===== config.mk =====
export PLATFORM = sky130hd
export DESIGN_NAME = wb_arbiter
export DESIGN_NICKNAME = d
export VERILOG_FILES = /design/src/rtl/wb_arbiter.sv
export SDC_FILE = /design/constraint.sdc
export NUM_CORES = 1
export LEC_CHECK = 0
export ABC_AREA = 1
export CAP_MARGIN = 20
export CORE_MARGIN = 10
export CORE_UTILIZATION = 37
export CTS_CLUSTER_SIZE = 25
export DETAILED_ROUTE_END_ITERATION = 16
export GPL_TIMING_DRIVEN = 0
export SKIP_CTS_REPAIR_TIMING = 1
export SLEW_MARGIN = 20
export SYNTH_ARGS = -nofsm -noshare
export SYNTH_HDL_FRONTEND = slang
export SYNTH_SLANG_ARGS = --single-unit

===== constraint.sdc =====
create_clock -name clk -period 8 [get_ports clk]
set_input_delay 2.4 -clock clk [delete_from_list [all_inputs] [get_ports clk]]
set_output_delay 2.4 -clock clk [all_outputs]
set_load 0.01 [all_outputs]

===== src/rtl/wb_arbiter.sv =====
// -----------------------------------------------------------------------------
// wb_arbiter -- writeback stage feeding the register-file write port.
//
// Execute results and memory load responses share the single regfile write
// port. Execute always wins; loads that arrive while execute owns the port are
// formatted (byte/half extraction, sign/zero extension) on accept and parked
// in a small in-order queue. The write port outputs are registered so they are
// stable ahead of the regfile's negedge write.
//
// Ports
//   clk          clock, all state on posedge
//   rst_n        asynchronous active-low reset
//   alu_valid    execute result requests a write this cycle
//   alu_rd       execute destination register
//   alu_data     execute result
//   ld_valid     load response valid
//   ld_ready     load queue can accept (count < LQ_DEPTH, no same-cycle pop)
//   ld_rd        load destination register
//   ld_funct3    000 LB, 001 LH, 010 LW, 100 LBU, 101 LHU (others as LW)
//   ld_addr_lo   load address bits [1:0]
//   ld_data      raw aligned memory word
//   we/wa/wd     registered regfile write enable / address / data
//   pend_mask    one-hot OR of rd over live queued loads (decode hazard stall)
// -----------------------------------------------------------------------------
module wb_arbiter #(
    parameter int XLEN     = 32,
    parameter int LQ_DEPTH = 2
) (
    input  logic            clk,
    input  logic            rst_n,
    input  logic            alu_valid,
    input  logic [4:0]      alu_rd,
    input  logic [XLEN-1:0] alu_data,
    input  logic            ld_valid,
    output logic            ld_ready,
    input  logic [4:0]      ld_rd,
    input  logic [2:0]      ld_funct3,
    input  logic [1:0]      ld_addr_lo,
    input  logic [XLEN-1:0] ld_data,
    output logic            we,
    output logic [4:0]      wa,
    output logic [XLEN-1:0] wd,
    output logic [31:0]     pend_mask
);

    localparam int AW = $clog2(LQ_DEPTH);
    localparam int CW = AW + 1;

    // Queue kept compacted: entries [0 .. count_q-1] are live, entry 0 is the head.
    logic [4:0]      rd_q   [LQ_DEPTH];
    logic [4:0]      rd_d   [LQ_DEPTH];
    logic [XLEN-1:0] data_q [LQ_DEPTH];
    logic [XLEN-1:0] data_d [LQ_DEPTH];
    logic [CW-1:0]   count_q, count_d;

    logic            we_q;
    logic [4:0]      wa_q;
    logic [XLEN-1:0] wd_q;

    logic            alu_req, ld_acc, pop, bypass, enq;
    logic [XLEN-1:0] ld_fmt;
    logic [31:0]     pend_d;

    function automatic logic [XLEN-1:0] fmt_load(input logic [2:0]      f3,
                                                 input logic [1:0]      lo,
                                                 input logic [XLEN-1:0] w);
        logic [7:0]  b;
        logic [15:0] h;
        b = w[{lo, 3'b000} +: 8];
        h = w[{lo[1], 4'b0000} +: 16];
        case (f3)
            3'b000:  return {{(XLEN-8){b[7]}}, b};
            3'b001:  return {{(XLEN-16){h[15]}}, h};
            3'b100:  return {{(XLEN-8){1'b0}}, b};
            3'b101:  return {{(XLEN-16){1'b0}}, h};
            default: return w;
        endcase
    endfunction

    // Writes to x0 are meaningless, so an ALU request to x0 is no request.
    assign alu_req  = alu_valid && (alu_rd != 5'd0);
    assign ld_ready = (count_q < CW'(LQ_DEPTH));
    assign ld_acc   = ld_valid && ld_ready;
    assign ld_fmt   = fmt_load(ld_funct3, ld_addr_lo, ld_data);
    assign pop      = !alu_req && (count_q != '0);
    assign bypass   = !alu_req && (count_q == '0) && ld_acc && (ld_rd != 5'd0);
    assign enq      = ld_acc && (ld_rd != 5'd0) && !bypass;

    // Next queue contents: drop the popped head and any entry killed by an
    // ALU write to the same rd (WAW), close the gaps, then append the new load.
    // A same-cycle load with the ALU's rd is younger, so it is appended normally.
    always_comb begin
        logic [CW-1:0] n;
        logic          kill;
        rd_d   = rd_q;
        data_d = data_q;
        pend_d = '0;
        n      = '0;
        kill   = 1'b0;
        for (int i = 0; i < LQ_DEPTH; i++) begin
            if (CW'(i) < count_q) begin
                kill = alu_req && (rd_q[i] == alu_rd);
                if (!kill) begin
                    pend_d[rd_q[i]] = 1'b1;
                end
                if (!kill && !(pop && (i == 0))) begin
                    rd_d[n[AW-1:0]]   = rd_q[i];
                    data_d[n[AW-1:0]] = data_q[i];
                    n = n + CW'(1);
                end
            end
        end
        if (enq) begin
            rd_d[n[AW-1:0]]   = ld_rd;
            data_d[n[AW-1:0]] = ld_fmt;
            n = n + CW'(1);
        end
        count_d = n;
    end

    assign pend_mask = pend_d;

    // Queue payload carries no reset; count_q alone defines which slots are live.
    always_ff @(posedge clk) begin
        rd_q   <= rd_d;
        data_q <= data_d;
    end

    // Write-port arbitration: ALU, then queue head, then bypassed load, else hold.
    always_ff @(posedge clk or negedge rst_n) begin
        if (!rst_n) begin
            count_q <= '0;
            we_q    <= 1'b0;
            wa_q    <= 5'd0;
            wd_q    <= '0;
        end else begin
            count_q <= count_d;
            if (alu_req) begin
                we_q <= 1'b1;
                wa_q <= alu_rd;
                wd_q <= alu_data;
            end else if (count_q != '0) begin
                we_q <= 1'b1;
                wa_q <= rd_q[0];
                wd_q <= data_q[0];
            end else if (bypass) begin
                we_q <= 1'b1;
                wa_q <= ld_rd;
                wd_q <= ld_fmt;
            end else begin
                we_q <= 1'b0;
            end
        end
    end

    assign we = we_q;
    assign wa = wa_q;
    assign wd = wd_q;

endmodule


==> impl_metrics.py <==
metrics = {
    "drt": {
        "top_layer_used": "met4",
        "routedWlPerCell_um": 19.0,
        "drtIter0Drc": 723,
        "final_antenna_net_count": 0,
        "drc": 0,
        "first_pass_iters": 5,
        "wl_met3_mm": 1.93,
        "vias_per_cell": 5.28,
        "routedLengthMet1_mm": 12.6,
        "wl_mm": 28.3,
        "vias": 7872,
        "met2WireLength_mm": 13.4,
    },
    "timing": {
        "max_slew.worst_pin.slew_ps": 692,
        "fin_ws_ps": 582,
        "period_needed_ps": 7420,
        "slew-limit-headroom": 0.535,
        "clock.fmax_mhz": 135,
        "setup_tns_ps": 0,
        "clock_skew_ps": 12.3,
        "hold_viol": 0,
        "rsz0062_at_grt": "no",
        "fin_crit_sh": 0.927,
        "finalSetupViolations": 0,
        "final_max_slew_viol_count": 0,
    },
    "synth": {
        "synth_cells": 1044,
        "synth_async_sr_flop_share": 0.351,
        "synthTopCellsByCount": "nand2_1, nor2_1, inv_1",
        "synth_edf_count": 37,
        "ys_ff_latch": 114,
        "synth_ff_type": "dfrtp_1",
        "ys_warn_count": 0,
        "synth.net_count": 1128,
        "synth-seq-area-share": 0.397,
        "synth_area_per_cell_um2": 6.88,
        "netlist.area_leader.share": 0.155,
        "synth_area_mm2": 0.00718,
        "synth_area_leaders": "edfxtp_1, nand2_1, dfrtp_1, dfxtp_1, nand4_1",
        "synth.most_common_cell": "nand2_1",
        "yosysUniqueCellTypes": 34,
        "yosys.area.top_type": "edfxtp_1",
    },
    "placed_design": {
        "gp_congestion": 0.927,
        "place_area_mm2": 0.00908,
        "hpwl_mm": 22.2,
        "pre_cts_ws_ps": 598,
        "port_buffers": 152,
    },
    "floorplanning": {
        "design.die.area_mm2": 0.0254,
        "fp.dieW_um": 159,
        "core_mm2": 0.0189,
        "io_pins": 154,
        "rows": 50,
        "start_util": 0.380,
        "chipHeight_um": 159,
    },
    "clocking": {
        "htree_levels": 4,
        "clk_pin_slew_ps": 60,
        "cts_buffers": 17,
        "clockBufferDepth": 2,
        "clock_sinks": 114,
        "ctsRootBufferMaster": "clkbuf_16",
        "clock_latency_ps": 430,
        "cts_tree": "built",
    },
    "worst_setup_path": {
        "crit_arrival_ps": 5020,
        "critPathKind": "in -> out",
        "worstSetupStartpointType": "input port",
        "crit_required_ps": 5600,
        "path_max_fanout": 10,
        "cp-end-kind": "output port",
    },
    "final_layout": {
        "insertedDiodeCount": 0,
        "fin_area_mm2": 0.00964,
        "finalNetCount": 1301,
        "fill_cells": 1942,
        "layout-drive-gt1-share": 0.0805,
        "final_util": 0.510,
        "syn_to_final_growth_pct": 34.3,
    },
    "global_routing": {
        "grt_pass1_vias": 7485,
        "track_usage": 0.216,
        "grt-ovfl-total": 0,
        "antenna_found_initial": 0,
        "grt_pass1_wl_mm": 43.6,
        "grt_max_degree": 23,
    },
    "flow_run": {
        "maxCapViolCount": 0,
    },
    "pwr": {
        "p_sw_w": 0.00137,
        "p_per_area_mw_per_mm2": 338,
        "clkPwrFrac": 0.225,
        "power_w": 0.00326,
        "internal_power_w": 0.00189,
        "p_seq_frac": 0.298,
        "switching_share": 0.420,
        "combinationalPowerShare": 0.477,
        "vdd_ir_drop_max_uv": 214,
        "total_leakage_power_nw": 4.42,
    },
    "outcome": {
        "run_status": "completed",
    },
    "min_path": {
        "hp-class": "reg -> reg",
    },
}
cell usage in the layout (no fill, tap or decap), drive strengths merged:
cell type,count
nand2,296
clkdlybuf4s50,151
nor2,125
inv,106
nand4,90
o21ai,78
nand3,63
a21oi,53
buf,52
clkbuf,46
dfrtp,40
edfxtp,37
dfxtp,37
nor3,12
o21bai,12
a22oi,8
clkinv,7
a31oi,5
xor2,3
o211ai,3
or2,2
xnor2,1
nand3b,1
ha,1
bufinv,1
power by group through the flow:
stage	Combinational, W	Clock, W	Sequential (W)
2_1_floorplan	0.000849	0	0.00100
3_3_place_gp	0.00151	0	0.000977
3_5_place_dp	0.00154	0	0.000981
4_1_cts	0.00155	0.000735	0.000971
5_1_grt	0.00170	0.000764	0.00100
6_report	0.00156	0.000735	0.000973
state kept, by name, summed over array words and instances, names as in the netlist:
| name | count |
|---|---|
| rd_q | 10 |
| wa | 5 |
| count_q | 2 |
| data_q | 64 |
| wd | 32 |
| we | 1 |
metal layers:
layer | GRT usage | up-vias
li1 | - | 3810
met4 | 0.0527 | 0
met3 | 0.0447 | 40
met5 | 0 | -
met2 | 0.352 | 361
met1 | 0.285 | 3661
path summary, 6_finish.rpt:
path	slack (ps)	endpoint	cells past startpoint	start
setup / recovery	580	pend_mask[12]	10	alu_rd[0]
hold / removal	480	wd[3]$_DFFE_PN0P_	2	wd[3]$_DFFE_PN0P_
setup reg to reg	4610	rd_q[8]$_DFF_P_	10	count_q[1]$_DFF_PN0_
hold reg to reg	480	wd[3]$_DFFE_PN0P_	2	wd[3]$_DFFE_PN0P_
max in group asynchronous	5570	count_q[0]$_DFF_PN0_	2	rst_n
min in group asynchronous	1940	wd[8]$_DFFE_PN0P_	1	rst_n
cell families after synthesis:
group           after synthesis  synth area share
compound gates              159             0.120
xor+xnor                      4           0.00488
fa+ha+maj                     1           0.00174
buf+inv                     177             0.109
flops                       114             0.397
simple gates                589             0.368
stage by stage:
step,instances,hold WS (ps)
after floorplan,1044,500
after global placement,1456,464
after detailed placement,1458,466
after CTS,1490,482
after global routing,1490,494
final,1490,478
critical path, cell delays in order:
cell	delay, ps
clkdlybuf4s50_1	540
nor2_1	150
nand3_1	90
nand2_2	180
inv_4	130
nand3_4	160
buf_4	200
nand3_1	270
o21ai_0	300
clkdlybuf4s50_1	600
area by class of cell:
class | instances | area, um^2 | area share
buffer | 72 | 384 | 0.0398
clock buffer | 23 | 489 | 0.0507
clock inverter | 9 | 78.8 | 0.00817
inverter | 105 | 397 | 0.0411
multi-input combinational | 753 | 3550 | 0.368
sequential | 114 | 2850 | 0.296
tap | 260 | 325 | 0.0337
timing repair buffer | 154 | 1570 | 0.163
Note: power is estimated with default switching activity, not from simulation.
